## src/rtl/four_digit_scan_decoder.sv

```systemverilog
// -----------------------------------------------------------------------------
// four_digit_scan_decoder
//
// Receive side of a 4-digit multiplexed 7-segment display bus. The anode,
// segment and decimal-point lines are sampled and debounced. Each digit's
// segment pattern is decoded back to a hex value, and a complete 3-2-1-0 scan
// is published as one frame with a single-cycle valid pulse. The block is
// meant to run as a loopback monitor next to the scan driver, in the same
// clock domain.
//
// Ports
//   clk                 in   system clock (same domain as the scan driver)
//   reset               in   synchronous, active-high
//   an3, an2, an1, an0  in   anode enables, active-low
//   A .. G              in   segment lines, active-low, A is the MSB of a pattern
//   dp                  in   decimal point, active-low (only reported in frame_dp)
//   digit3 .. digit0    out  hex value of each digit in the last complete frame
//   frame_dp            out  {3,2,1,0} decimal point state in the last frame, 1 = lit
//   frame_valid         out  one-cycle pulse; digitN/frame_dp change in this cycle
//   seg_err             out  one-cycle pulse: captured pattern is not a hex glyph
//   seq_err             out  one-cycle pulse: multi-hot anodes or digit out of order
//   timeout             out  one-cycle pulse: TIMEOUT_CYCLES without a frame
// -----------------------------------------------------------------------------
module four_digit_scan_decoder #(
    parameter int SETTLE_CYCLES  = 4,
    parameter int TIMEOUT_CYCLES = 4096
) (
    input  logic       clk,
    input  logic       reset,
    input  logic       an3,
    input  logic       an2,
    input  logic       an1,
    input  logic       an0,
    input  logic       A,
    input  logic       B,
    input  logic       C,
    input  logic       D,
    input  logic       E,
    input  logic       F,
    input  logic       G,
    input  logic       dp,
    output logic [3:0] digit3,
    output logic [3:0] digit2,
    output logic [3:0] digit1,
    output logic [3:0] digit0,
    output logic [3:0] frame_dp,
    output logic       frame_valid,
    output logic       seg_err,
    output logic       seq_err,
    output logic       timeout
);

    localparam int CNT_W = $clog2(SETTLE_CYCLES + 1);
    localparam int TMO_W = $clog2(TIMEOUT_CYCLES);
    localparam logic [CNT_W-1:0] SETTLE_CNT = CNT_W'(SETTLE_CYCLES);
    localparam logic [TMO_W-1:0] TMO_LAST   = TMO_W'(TIMEOUT_CYCLES - 1);

    typedef enum logic [2:0] {
        ST_SYNC,
        ST_EXP3,
        ST_EXP2,
        ST_EXP1,
        ST_EXP0
    } state_t;

    // Segment pattern (A..G, active-low, A = MSB) to {valid, hex value}.
    function automatic logic [4:0] seg_decode(input logic [6:0] s);
        logic [4:0] r;
        case (s)
            7'b0000001: r = {1'b1, 4'h0};
            7'b1001111: r = {1'b1, 4'h1};
            7'b0010010: r = {1'b1, 4'h2};
            7'b0000110: r = {1'b1, 4'h3};
            7'b1001100: r = {1'b1, 4'h4};
            7'b0100100: r = {1'b1, 4'h5};
            7'b0100000: r = {1'b1, 4'h6};
            7'b0001111: r = {1'b1, 4'h7};
            7'b0000000: r = {1'b1, 4'h8};
            7'b0000100: r = {1'b1, 4'h9};
            7'b0001000: r = {1'b1, 4'hA};
            7'b1100000: r = {1'b1, 4'hB};
            7'b0110001: r = {1'b1, 4'hC};
            7'b1000010: r = {1'b1, 4'hD};
            7'b0110000: r = {1'b1, 4'hE};
            7'b0111000: r = {1'b1, 4'hF};
            default:    r = 5'b0_0000;
        endcase
        return r;
    endfunction

    // Input sampling register and settle tracking
    logic [3:0]       an_q;
    logic [6:0]       seg_q;
    logic             dp_q;
    logic [11:0]      sample;
    logic [11:0]      prev_q;
    logic [CNT_W-1:0] cnt_q, cnt_d;
    logic             changed;
    logic             capture;

    // Classification / decode of the registered sample
    logic             an_blank;
    logic             an_multi;
    logic [1:0]       an_k;
    logic [4:0]       dec;
    logic             seg_ok;
    logic [3:0]       seg_val;
    logic             dp_lit;
    logic [1:0]       exp_k;
    logic [1:0]       rep_k;
    logic             order_ok;
    logic             seq_bad;

    // Frame assembly state
    state_t           state_q, state_d;
    logic [3:0][3:0]  shd_val_q, shd_val_d;
    logic [3:0]       shd_dp_q, shd_dp_d;
    logic [3:0][3:0]  out_val_q, out_val_d;
    logic [3:0]       out_dp_q, out_dp_d;
    logic             fv_q, fv_d;
    logic             seg_err_q, seg_err_d;
    logic             seq_err_q, seq_err_d;
    logic [TMO_W-1:0] tmo_q, tmo_d;
    logic             tmo_pulse_q, tmo_pulse_d;

    // Stage 0: register the raw bus; everything downstream sees only this copy.
    always_ff @(posedge clk) begin
        an_q   <= {an3, an2, an1, an0};
        seg_q  <= {A, B, C, D, E, F, G};
        dp_q   <= dp;
        prev_q <= sample;
    end

    assign sample = {an_q, seg_q, dp_q};

    // Stage 1: settle counter. A zero count means "no previous sample" (right
    // after reset), so the first sample always starts a fresh interval.
    always_comb begin
        changed = (cnt_q == '0) || (sample != prev_q);
        if (changed) begin
            cnt_d = CNT_W'(1);
        end else if (cnt_q < SETTLE_CNT) begin
            cnt_d = cnt_q + CNT_W'(1);
        end else begin
            cnt_d = cnt_q;
        end
        // Fire only on arrival at the settle count, never while parked there.
        capture = (cnt_d == SETTLE_CNT) && (changed || (cnt_q != SETTLE_CNT));
    end

    always_comb begin
        an_blank = 1'b0;
        an_multi = 1'b0;
        an_k     = 2'd0;
        case (an_q)
            4'b1111: an_blank = 1'b1;
            4'b0111: an_k     = 2'd3;
            4'b1011: an_k     = 2'd2;
            4'b1101: an_k     = 2'd1;
            4'b1110: an_k     = 2'd0;
            default: an_multi = 1'b1;
        endcase
    end

    assign dec     = seg_decode(seg_q);
    assign seg_ok  = dec[4];
    assign seg_val = dec[3:0];
    assign dp_lit  = ~dp_q;

    // Per state: the digit that advances the scan and the digit just stored
    // (a repeat of it is tolerated). An an3 capture is always a legal restart.
    always_comb begin
        exp_k = 2'd3;
        rep_k = 2'd3;
        case (state_q)
            ST_EXP2: begin exp_k = 2'd2; rep_k = 2'd3; end
            ST_EXP1: begin exp_k = 2'd1; rep_k = 2'd2; end
            ST_EXP0: begin exp_k = 2'd0; rep_k = 2'd1; end
            ST_EXP3: begin exp_k = 2'd3; rep_k = 2'd0; end
            default: begin exp_k = 2'd3; rep_k = 2'd3; end
        endcase
    end

    assign order_ok = (an_k == 2'd3) || (an_k == exp_k) || (an_k == rep_k);
    // While hunting for an3, other single digits are simply skipped.
    assign seq_bad  = an_multi || ((state_q != ST_SYNC) && !order_ok);

    always_comb begin
        state_d   = state_q;
        shd_val_d = shd_val_q;
        shd_dp_d  = shd_dp_q;
        out_val_d = out_val_q;
        out_dp_d  = out_dp_q;
        fv_d      = 1'b0;
        seg_err_d = 1'b0;
        seq_err_d = 1'b0;

        if (capture && !an_blank) begin
            seg_err_d = !seg_ok;
            seq_err_d = seq_bad;
            if (!seg_ok || seq_bad) begin
                // Any error drops the partial frame; shadow stays untouched.
                state_d = ST_SYNC;
            end else if (an_k == 2'd3) begin
                shd_val_d[3] = seg_val;
                shd_dp_d[3]  = dp_lit;
                state_d      = ST_EXP2;
            end else if ((state_q != ST_SYNC) && (state_q != ST_EXP3)) begin
                // Either the expected digit or a repeat of the previous one;
                // both overwrite the shadow, only the expected one advances.
                shd_val_d[an_k] = seg_val;
                shd_dp_d[an_k]  = dp_lit;
                if (an_k == exp_k) begin
                    case (state_q)
                        ST_EXP2: state_d = ST_EXP1;
                        ST_EXP1: state_d = ST_EXP0;
                        default: begin
                            out_val_d = shd_val_d;
                            out_dp_d  = shd_dp_d;
                            fv_d      = 1'b1;
                            state_d   = ST_EXP3;
                        end
                    endcase
                end
            end
            // EXP3 with a repeated an0, or SYNC with a non-an3 digit: ignored.
        end
    end

    // Timeout counter runs freely and restarts on every published frame.
    always_comb begin
        tmo_d       = tmo_q + TMO_W'(1);
        tmo_pulse_d = 1'b0;
        if (fv_d) begin
            tmo_d = '0;
        end else if (tmo_q == TMO_LAST) begin
            tmo_d       = '0;
            tmo_pulse_d = 1'b1;
        end
    end

    // Stage 2: registered FSM, shadow and outputs
    always_ff @(posedge clk) begin
        if (reset) begin
            cnt_q       <= '0;
            state_q     <= ST_SYNC;
            shd_val_q   <= '0;
            shd_dp_q    <= '0;
            out_val_q   <= '0;
            out_dp_q    <= '0;
            fv_q        <= 1'b0;
            seg_err_q   <= 1'b0;
            seq_err_q   <= 1'b0;
            tmo_q       <= '0;
            tmo_pulse_q <= 1'b0;
        end else begin
            cnt_q       <= cnt_d;
            state_q     <= state_d;
            shd_val_q   <= shd_val_d;
            shd_dp_q    <= shd_dp_d;
            out_val_q   <= out_val_d;
            out_dp_q    <= out_dp_d;
            fv_q        <= fv_d;
            seg_err_q   <= seg_err_d;
            seq_err_q   <= seq_err_d;
            tmo_q       <= tmo_d;
            tmo_pulse_q <= tmo_pulse_d;
        end
    end

    assign digit3      = out_val_q[3];
    assign digit2      = out_val_q[2];
    assign digit1      = out_val_q[1];
    assign digit0      = out_val_q[0];
    assign frame_dp    = out_dp_q;
    assign frame_valid = fv_q;
    assign seg_err     = seg_err_q;
    assign seq_err     = seq_err_q;
    assign timeout     = tmo_pulse_q;

endmodule

```

## config.mk

```make
export PLATFORM = sky130hd
export DESIGN_NAME = four_digit_scan_decoder
export DESIGN_NICKNAME = d
export VERILOG_FILES = /design/src/rtl/four_digit_scan_decoder.sv
export SDC_FILE = /design/constraint.sdc
export NUM_CORES = 1
export LEC_CHECK = 0
export ABC_AREA = 1
export CORE_MARGIN = 4
export CORE_UTILIZATION = 38
export CTS_CLUSTER_DIAMETER = 40
export DETAILED_ROUTE_END_ITERATION = 10
export PLACE_DENSITY_LB_ADDON = 0.15
export RECOVER_POWER = 50
export SYNTH_ARGS = -nofsm -noshare
export SYNTH_HDL_FRONTEND = slang
export SYNTH_SLANG_ARGS = --single-unit
```

## constraint.sdc

```tcl
create_clock -name clk -period 2.9 [get_ports clk]
set_clock_uncertainty 0.1 [all_clocks]
set_input_delay 0.58 -clock clk [delete_from_list [all_inputs] [get_ports clk]]
set_output_delay 0.58 -clock clk [all_outputs]
set_load 0.01 [all_outputs]
```

Yosys cells after proc, flatten, opt, wreduce, memory -nomap -nowiden. Cells that the tools add are included.

Bits in registers: 86. Input bits: 14. Word-level logic and storage cells: 123.

Add/sub/neg operators: 2. Order comparisons: 3. Equality and inequality tests: 32. Muxes and demuxes: 30. Bitwise operators: 5. Reductions and logical operators: 29.

Operators by type and width (count): $pmux W5 S16 (1); $eq A7 B6 Y1 const B (5); $eq A7 B7 Y1 const B (4); $mux W3 (6); $pmux W2 S3 (3); $bwmux W16 (1); $eq A4 B4 Y1 const B (4); $mux W16 (1); $eq A7 B3 Y1 const B (2); $eq A7 B4 Y1 const B (2); $add A12 B1 Y12 const B (1); $eq A12 B12 Y1 const B (1); $mux W4 (3); $ne A12 B12 Y1 (1); $mux W1 (11); $reduce_bool A3 Y1 (3); $demux W4 S2 (1); $eq A7 B1 Y1 const B (1); $eq A7 B5 Y1 const B (1); $logic_not A7 Y1 (1); $eq A3 B2 Y1 const B (2); $eq A3 B3 Y1 const B (2); $logic_or A1 B1 Y1 (6); $pmux W3 S2 (1); 23 further kinds (37).

Logic depth before layout (Yosys ltp). Gate-level depths: netlist of run 1.

Depth in word-level cells: 12. Mapped depth: 16.

Least setup slack after synthesis of run 1. No wires, ideal clock.

Path kind: register to register. From: register cnt_q[0]. To: register out_val_q, in the netlist digit1[0]. Library setup time: 0.115 ns. Arrival: 1.816 ns. Data required time: 2.685 ns. Slack: 0.869 ns. Stages on the path, launching flop included: 16. Path buffers: 1. Cells stage by stage: dfxtp_1 -> inv_1 -> ha_1 -> nand2_1 -> o21ai_0 -> nor2_1 -> nand3_2 -> nor2_4 -> nand2_4 -> nor2_8 -> nand2_4 -> nor2_8 -> nand2_4 -> buf_6 -> nand3_2 -> nand2_1.

Word-level cells in the longest chain between the ends: 7. Elaborated cells between the ends (all ways): 12. Those cells by class: add/sub (1); order compare (1); eq/ne (2); mux (2); reduce/logical (6).

RTL lines: start, declared (line 97) `logic [CNT_W-1:0] cnt_q, cnt_d;`; start signal, assigned (line 257) `cnt_q <= cnt_d;`; $add A3 B1 Y3 (tied with other cells) (line 143) `cnt_d = cnt_q + CNT_W'(1);`; $mux W3 or $logic_or A1 B1 Y1 (tied branches) (line 142, 139); $mux W3 (line 140) `if (changed) begin`; $eq A3 B3 Y1 (line 148) `capture = (cnt_d == SETTLE_CNT) && (changed || (cnt_q != SETTLE_CNT));`; $logic_and A1 B1 Y1 (*) (line 148); $logic_and A1 B1 Y1 (*) (line 198) `if (capture && !an_blank) begin`; $reduce_and A6 Y1 (no line) (*); end signal, assigned (line 261) `out_val_q <= out_val_d;`; end, declared (line 118) `logic [3:0][3:0] out_val_q, out_val_d;`.

Mark *: on every way between the ends. The rest lies on a longest branch, timed or not. A chain may end at the register's enable or synchronous reset.

Worst setup path in the final report of run 1.
From: register seg_q[1]. To: register tmo_q[3].

Word-level cells in the longest chain between the ends: 8. Elaborated cells between the ends (all ways): 29. Those cells by class: eq/ne (17); mux (4); reduce/logical (8).

RTL lines: start, declared (line 93) `logic [6:0] seg_q;`; start signal, assigned (line 129) `seg_q <= {A, B, C, D, E, F, G};`; $ne A12 B12 Y1 (line 139) `changed = (cnt_q == '0) || (sample != prev_q);`; $logic_or A1 B1 Y1 (line 139); $mux W3 (line 140); $eq A3 B3 Y1 (line 148); $logic_and A1 B1 Y1 (line 148); $logic_and A1 B1 Y1 (line 198); $mux W1 (*) (line 198); $reduce_or A3 Y1 (no line) (*); end signal, assigned (line 266) `tmo_q <= tmo_d;`; end, declared (line 123) `logic [TMO_W-1:0] tmo_q, tmo_d;`.

Marks and branches as above.

==> results of run 1 <==
[worst register-to-register path, stage by stage, from the launching register on]
cell     delay [ns]
dfxtp_1        0.45
inv_2          0.07
nand2_1        0.06
nand2_1        0.06
nor3_1         0.26
nand2_1        0.13
nor2_1         0.28
nand2_4        0.12
nor2_8         0.13
nand2_4        0.09
nor2_8         0.13
nand2_4        0.22
nand3_2        0.28
nor2_1         0.07
[cells by family (layout without fill, tap and decap cells)]
logic type	after synthesis	count (layout)
XOR/XNOR	14	14
adder cells (fa/ha/maj)	3	3
buffers and inverters	69	108
multiplexers	1	1
AO/OA/AOI/OAI	45	45
AND/OR/NAND/NOR	326	326
flip-flops	86	86
[state kept, by name, summed over array words and instances, names as in the netlist]
| name | count |
|---|---|
| digit2 | 4 |
| seq_err | 1 |
| seg_err | 1 |
| tmo_q | 12 |
| frame_dp | 4 |
| digit0 | 4 |
| seg_q | 7 |
| shd_val_q | 16 |
| state_q | 3 |
| an_q | 4 |
| cnt_q | 3 |
| timeout | 1 |
| dp_q | 1 |
| shd_dp_q | 4 |
| digit3 | 4 |
| prev_q | 12 |
| frame_valid | 1 |
| digit1 | 4 |
[where the power goes]
part	switching (mW)	total, mW	internal (mW)
combinational	0.0814	0.127	0.0456
sequential	0.0209	1.22	1.20
clock	0.455	0.802	0.347
total	0.558	2.15	1.59
[synth_stat cells]
cell | number | area share, %
or2_2 | 1 | 0.16
nand2_4 | 3 | 0.84
nor2_2 | 2 | 0.31
clkbuf_2 | 1 | 0.12
nor2_8 | 2 | 1.0
nor4_1 | 1 | 0.16
nor3_1 | 3 | 0.38
buf_6 | 4 | 1.1
nor2_4 | 2 | 0.56
xnor2_1 | 3 | 0.66
inv_2 | 9 | 0.84
buf_4 | 3 | 0.56
nor2_1 | 87 | 8.2
nand3_1 | 30 | 3.8
xor2_1 | 11 | 2.4
inv_1 | 39 | 3.7
ha_1 | 3 | 0.94
o21ai_1 | 2 | 0.25
mux2i_1 | 1 | 0.25
nand4_2 | 1 | 0.31
dfxtp_1 | 86 | 43
o2111ai_1 | 1 | 0.22
o21ai_0 | 32 | 4.0
nand2_1 | 147 | 14
clkbuf_1 | 9 | 0.84
a21oi_1 | 10 | 1.3
clkinv_1 | 1 | 0.094
nand3b_1 | 1 | 0.19
nand3_4 | 1 | 0.44
buf_2 | 3 | 0.38
nand4_1 | 21 | 3.3
nand3_2 | 24 | 6.0
[metrics by stage]
stage / util [%] / hold slack, ns / area (um^2) / worst slack (ns) / total power, mW
global placement: 43.6 / 0.271 / 4480 / 0.244 / 1.38
floorplan: - / 0.232 / 4000 / 0.869 / 1.34
CTS: 45.4 / 0.284 / 4660 / 0.153 / 2.20
global route: 45.3 / 0.291 / 4650 / 0.0467 / 2.26
detailed placement: 43.6 / 0.266 / 4480 / 0.181 / 1.38
finish: 45.3 / 0.278 / 4650 / 0.344 / 2.15
[path summary, 6_finish.rpt]
check | slack, ns | end
setup / recovery | 0.34 | tmo_q[3]$_SDFF_PP0_
hold / removal | 0.28 | prev_q[9]$_DFF_P_
setup reg to reg | 0.34 | tmo_q[3]$_SDFF_PP0_
hold reg to reg | 0.28 | prev_q[9]$_DFF_P_
[routing by layer]
layer,track usage (%),vias up,part of all wire [%],routed length [um]
met4,5.34,0,1.7,150
met1,19.2,1542,48,4230
met5,0,-,0,0
li1,-,1807,-,-
met2,25.5,55,47,4120
met3,3.07,14,3.2,282
[final cells by class]
class                      instances  share of cell area (%)
multi-input combinational        389                    42.2
sequential                        86                    37.0
timing repair buffer              43                    9.19
inverter                          49                    3.95
tap                              136                    3.66
clock buffer                      10                    2.96
clock inverter                     6                    1.08
==> qor.csv, run 1 <==
metric,value,unit
final_cells,719,
crit_type,flip-flop to flip-flop,
cts_setup_buffers,0,
antenna_found_initial,0,
coreArea,0.0103,mm^2
die_area,0.0122,mm^2
cts_root_buffer,clkbuf_8,
synth_cells,544,
grt-ovfl-total,0,
syn-num-nets,561,
syn-cell-area,0.00400,mm^2
crit_chain,"inv_2, nand2_1, nand2_1, nor3_1, nand2_1, nor2_1, nand2_4, nor2_8, nand2_4, nor2_8, nand2_4, nand3_2, nor2_1",
drive_above_1_share,11.3,%
worstPathMaxFanout,23,
clk_pin_slew,0.09,ns
cts_hold_buf,0,
dp.cells,703,
synthSimpleGateAreaFrac,39.3,%
grt_max_degree,61,
worst_setup_path_start_kind,flip-flop,
wire_per_inst,12.2,um
tritoncts,yes,
syn_to_final_growth,16.4,%
hold_class,flip-flop to flip-flop,
max_stage_delay,0.45,ns
grt.total_usage,15.1,%
rr_startpoint,seg_q[1]$_DFF_P_,
clk_path_buf_depth,2,
synth_mux_area_share,0.250,%
timing.max_cap.violations,0,
start_util,38.9,%
synth-xor-area-share,3.07,%
yosys_warnings,0,
worstMarginPinSlew,0.473,ns
period_needed,2.56,ns
via_count,3418,
setup_tns,0,ns
crit_start,seg_q[1]$_DFF_P_,
worstHoldStart,an_q[1]$_DFF_P_,
diodes,0,
final_cell_mix,"146 x nand2_1, 88 x nor2_1, 86 x dfxtp_1, 39 x inv_1, 36 x dlygate4sd3_1",
postRouteAntennaNets,0,
cp_num_cells,13,
cts.sinks,86,
post-route-period-util,88.1,%
post_drt_via_cell_ratio,4.75,
rsz0062_at_grt,no,
critPathBufInv,1,
dpl.hpwl,6.40,mm
rows,37,
setup_viol,0,
htree_levels,3,
nNetsFinal,595,
clkLatencyLatePin,0.35,ns
finalWeightedCongestion,0.847,
synth.avg_cell_area,7.35,um^2
grt_pass1_vias,3339,
synth_seq_cells,86,
die_w,111,um
seq_area,0.00172,mm^2
cts_made_buffers,9,
ir_drop,192,uV
first_pass_iters,4,
nFillCells,1051,
critPathCaptureType,flip-flop,
status,completed,
hold_viol,0,
power.leakage,2.17,nW
critPathSlowestCell,dfxtp_1,
drc,0,
r2r_cells,13,
wirelength,8.79,mm
post_cts_resized,0,
cp_top_family,simple AND/OR/NAND/NOR gates,
required,3.04,ns
io_buffers,37,
synth_compound_area_share,5.72,%
die_h,111,um
slew_viol_final,0,
holdPathStages,0,
yosysSeqAreaShare,43.0,%
synthAdderAreaFrac,0.938,%
grt_pass1_wl,15.7,mm
arrival,2.70,ns
multi_input_area,0.00196,mm^2
synth_top_family_by_area,simple AND/OR/NAND/NOR gates,
fmax,391,MHz
power_density,462,mW/mm^2
synth.distinct_cells,32,
slew_headroom,68.5,%
drtIter0Drc,150,
ios,38,
final_common_cell,nand2_1,
(Power assumes the default switching activity.)
==> inputs of run 2 (changes only) <==
--- a/config.mk
+++ b/config.mk
@@ -6,6 +6,7 @@
 export NUM_CORES = 1
 export LEC_CHECK = 0
 export ABC_AREA = 1
+export CORE_ASPECT_RATIO = 0.7
 export CORE_MARGIN = 4
 export CORE_UTILIZATION = 38
 export CTS_CLUSTER_DIAMETER = 40
==> run 2 against run 1 <==
Fmax decreased by 2.5%; die area increased by 0.21%; worst hold slack got worse by 0.014 ns; sequential power about the same; utilization increased by 1.3 points; sequential cell count unchanged; non-clock buffer count unchanged; sequential share of layout area decreased by 1.2 points; critical path depth decreased by 2; via count increased by 0.82%; cell area increased by 3.3%; register-to-register slack got worse by 0.07 ns; critical endpoint is now tmo_q[2]$_SDFF_PP0_.
==> qor.csv, run 2 (synthesis gave the netlist of run 1 again) <==
metric,value,unit,change
status,completed,,
setup_tns,0,ns,unchanged
power_density,557,mW/mm^2,+20%
fmax,381,MHz,-2.5%
hold_viol,0,,unchanged
setup_viol,0,,unchanged
timing.max_cap.violations,0,,unchanged
finalWeightedCongestion,0.839,,-0.96%
worstMarginPinSlew,0.506,ns,+0.0334 ns
postRouteAntennaNets,0,,unchanged
grt.total_usage,15.8,%,+0.65 points
io_buffers,37,,unchanged
grt_pass1_wl,15.4,mm,-1.8%
drc,0,,unchanged
slew_viol_final,0,,unchanged
first_pass_iters,4,,unchanged
clkLatencyLatePin,0.34,ns,about the same
tritoncts,yes,,
power.leakage,2.24,nW,+3.4%
arrival,2.75,ns,+0.05 ns
syn_to_final_growth,20.2,%,
required,3.03,ns,about the same
final_common_cell,nand2_1,,
die_h,93.8,um,-15%
rows,31,,-16%
ir_drop,402,uV,+110%
hold_slack,0.264,ns,-0.0137 ns
top_register,shd_val_q,,
period_needed,2.62,ns,+0.0660 ns
start_util,38.8,%,-0.15 points
coreArea,0.0103,mm^2,+0.39%
diodes,0,,unchanged
wirelength,8.90,mm,+1.3%
grt_pass1_vias,3244,,-2.8%
clk_pin_slew,0.06,ns,-0.03 ns
ios,38,,unchanged
placed_area,0.00447,mm^2,-0.11%
cts_setup_buffers,0,,unchanged
cts_made_buffers,9,,unchanged
antenna_found_initial,0,,unchanged
crit_top_cell,nand2_4,,
finalInstanceArea,0.00481,mm^2,+3.3%
grt-ovfl-total,0,,unchanged
post-route-period-util,90.4,%,+2.3 points
htree_levels,3,,unchanged
drtIter0Drc,257,,+71%
dpl.hpwl,6.52,mm,+2.0%
hold_class,flip-flop to flip-flop,,
wire_per_inst,12.5,um,+1.8%
nNetsFinal,595,,unchanged
final_cell_mix,"146 x nand2_1, 88 x nor2_1, 86 x dfxtp_1, 39 x inv_1, 36 x dlygate4sd3_1",,
die_area,0.0123,mm^2,+0.21%
drive_above_1_share,11.5,%,+0.17 points
top_regs,"shd_val_q: 16 flops, prev_q: 12 flops, tmo_q: 12 flops",,
cts_hold_buf,0,,unchanged
die_w,131,um,+18%
critPathSlowestCell,dfxtp_1,,
crit_type,flip-flop to flip-flop,,
via_count,3446,,+0.82%
crit_chain,"xor2_1, nor3_1, nand2_1, nor2_1, nand2_4, nor2_8, nand2_4, nor2_8, nand2_4, nand3_2, nor2_1",,
critPathCaptureType,flip-flop,,
rsz0062_at_grt,no,,
critPathBufInv,0,,-1
worst_setup_path_start_kind,flip-flop,,
cts.sinks,86,,unchanged
slew_headroom,66.2,%,-2.2 points
post_drt_via_cell_ratio,4.82,,+1.4%
cp_top_family,simple AND/OR/NAND/NOR gates,,
max_stage_delay,0.53,ns,+0.08 ns
grt_max_degree,35,,-43%
largest_reg_flops,16,,unchanged
clk_path_buf_depth,2,,unchanged
worstPathMaxFanout,23,,unchanged
cts_root_buffer,clkbuf_16,,
## run 2: path summary, 6_finish.rpt
check / start / end / slack [ns] / cells past startpoint
max: seg_q[3]$_DFF_P_ / tmo_q[2]$_SDFF_PP0_ / 0.28 / 11
min: an_q[1]$_DFF_P_ / prev_q[9]$_DFF_P_ / 0.26 / 0
max reg2reg: seg_q[3]$_DFF_P_ / tmo_q[2]$_SDFF_PP0_ / 0.28 / 11
min reg2reg: an_q[1]$_DFF_P_ / prev_q[9]$_DFF_P_ / 0.26 / 0
## run 2: repair_timing
| action | CTS | global route |
|---|---|---|
| hold endpoints to repair | 0 | 0 |
| setup endpoints to repair | 0 | 8 |
| resized for setup | 0 | 1 |
## run 2: per-stage QoR
step / instances / power, mW / util, % / setup WS, ns
after floorplan: 544 / 1.34 / - / 0.869
after global placement: 699 / 1.38 / 43.3 / 0.287
after detailed placement: 699 / 1.38 / 43.3 / 0.182
after CTS: 715 / 2.72 / 46.7 / 0.163
after global routing: 715 / 2.78 / 46.6 / 0.0894
final: 715 / 2.68 / 46.6 / 0.278
## run 2: final cells by class
cell class	instances	area [um^2]
clock buffer	9	225
clock inverter	7	120
timing repair buffer	43	428
sequential	86	1720
inverter	49	184
tap	132	165
fill	1017	5510
multi-input combinational	389	1960
## run 2: layer usage
metal	part of all wire (%)	GRT usage [%]	up-vias
met1	52	22.3	1565
li1	-	-	1801
met5	0	0	-
met2	42	23.0	70
met3	4.4	4.49	10
met4	1.4	5.31	0
## run 2: where the power goes
part | leakage, nW | switching (mW) | internal (mW)
clock | 0.166 | 0.479 | 0.844
sequential | 0.703 | 0.0209 | 1.20
combinational | 1.37 | 0.0831 | 0.0457
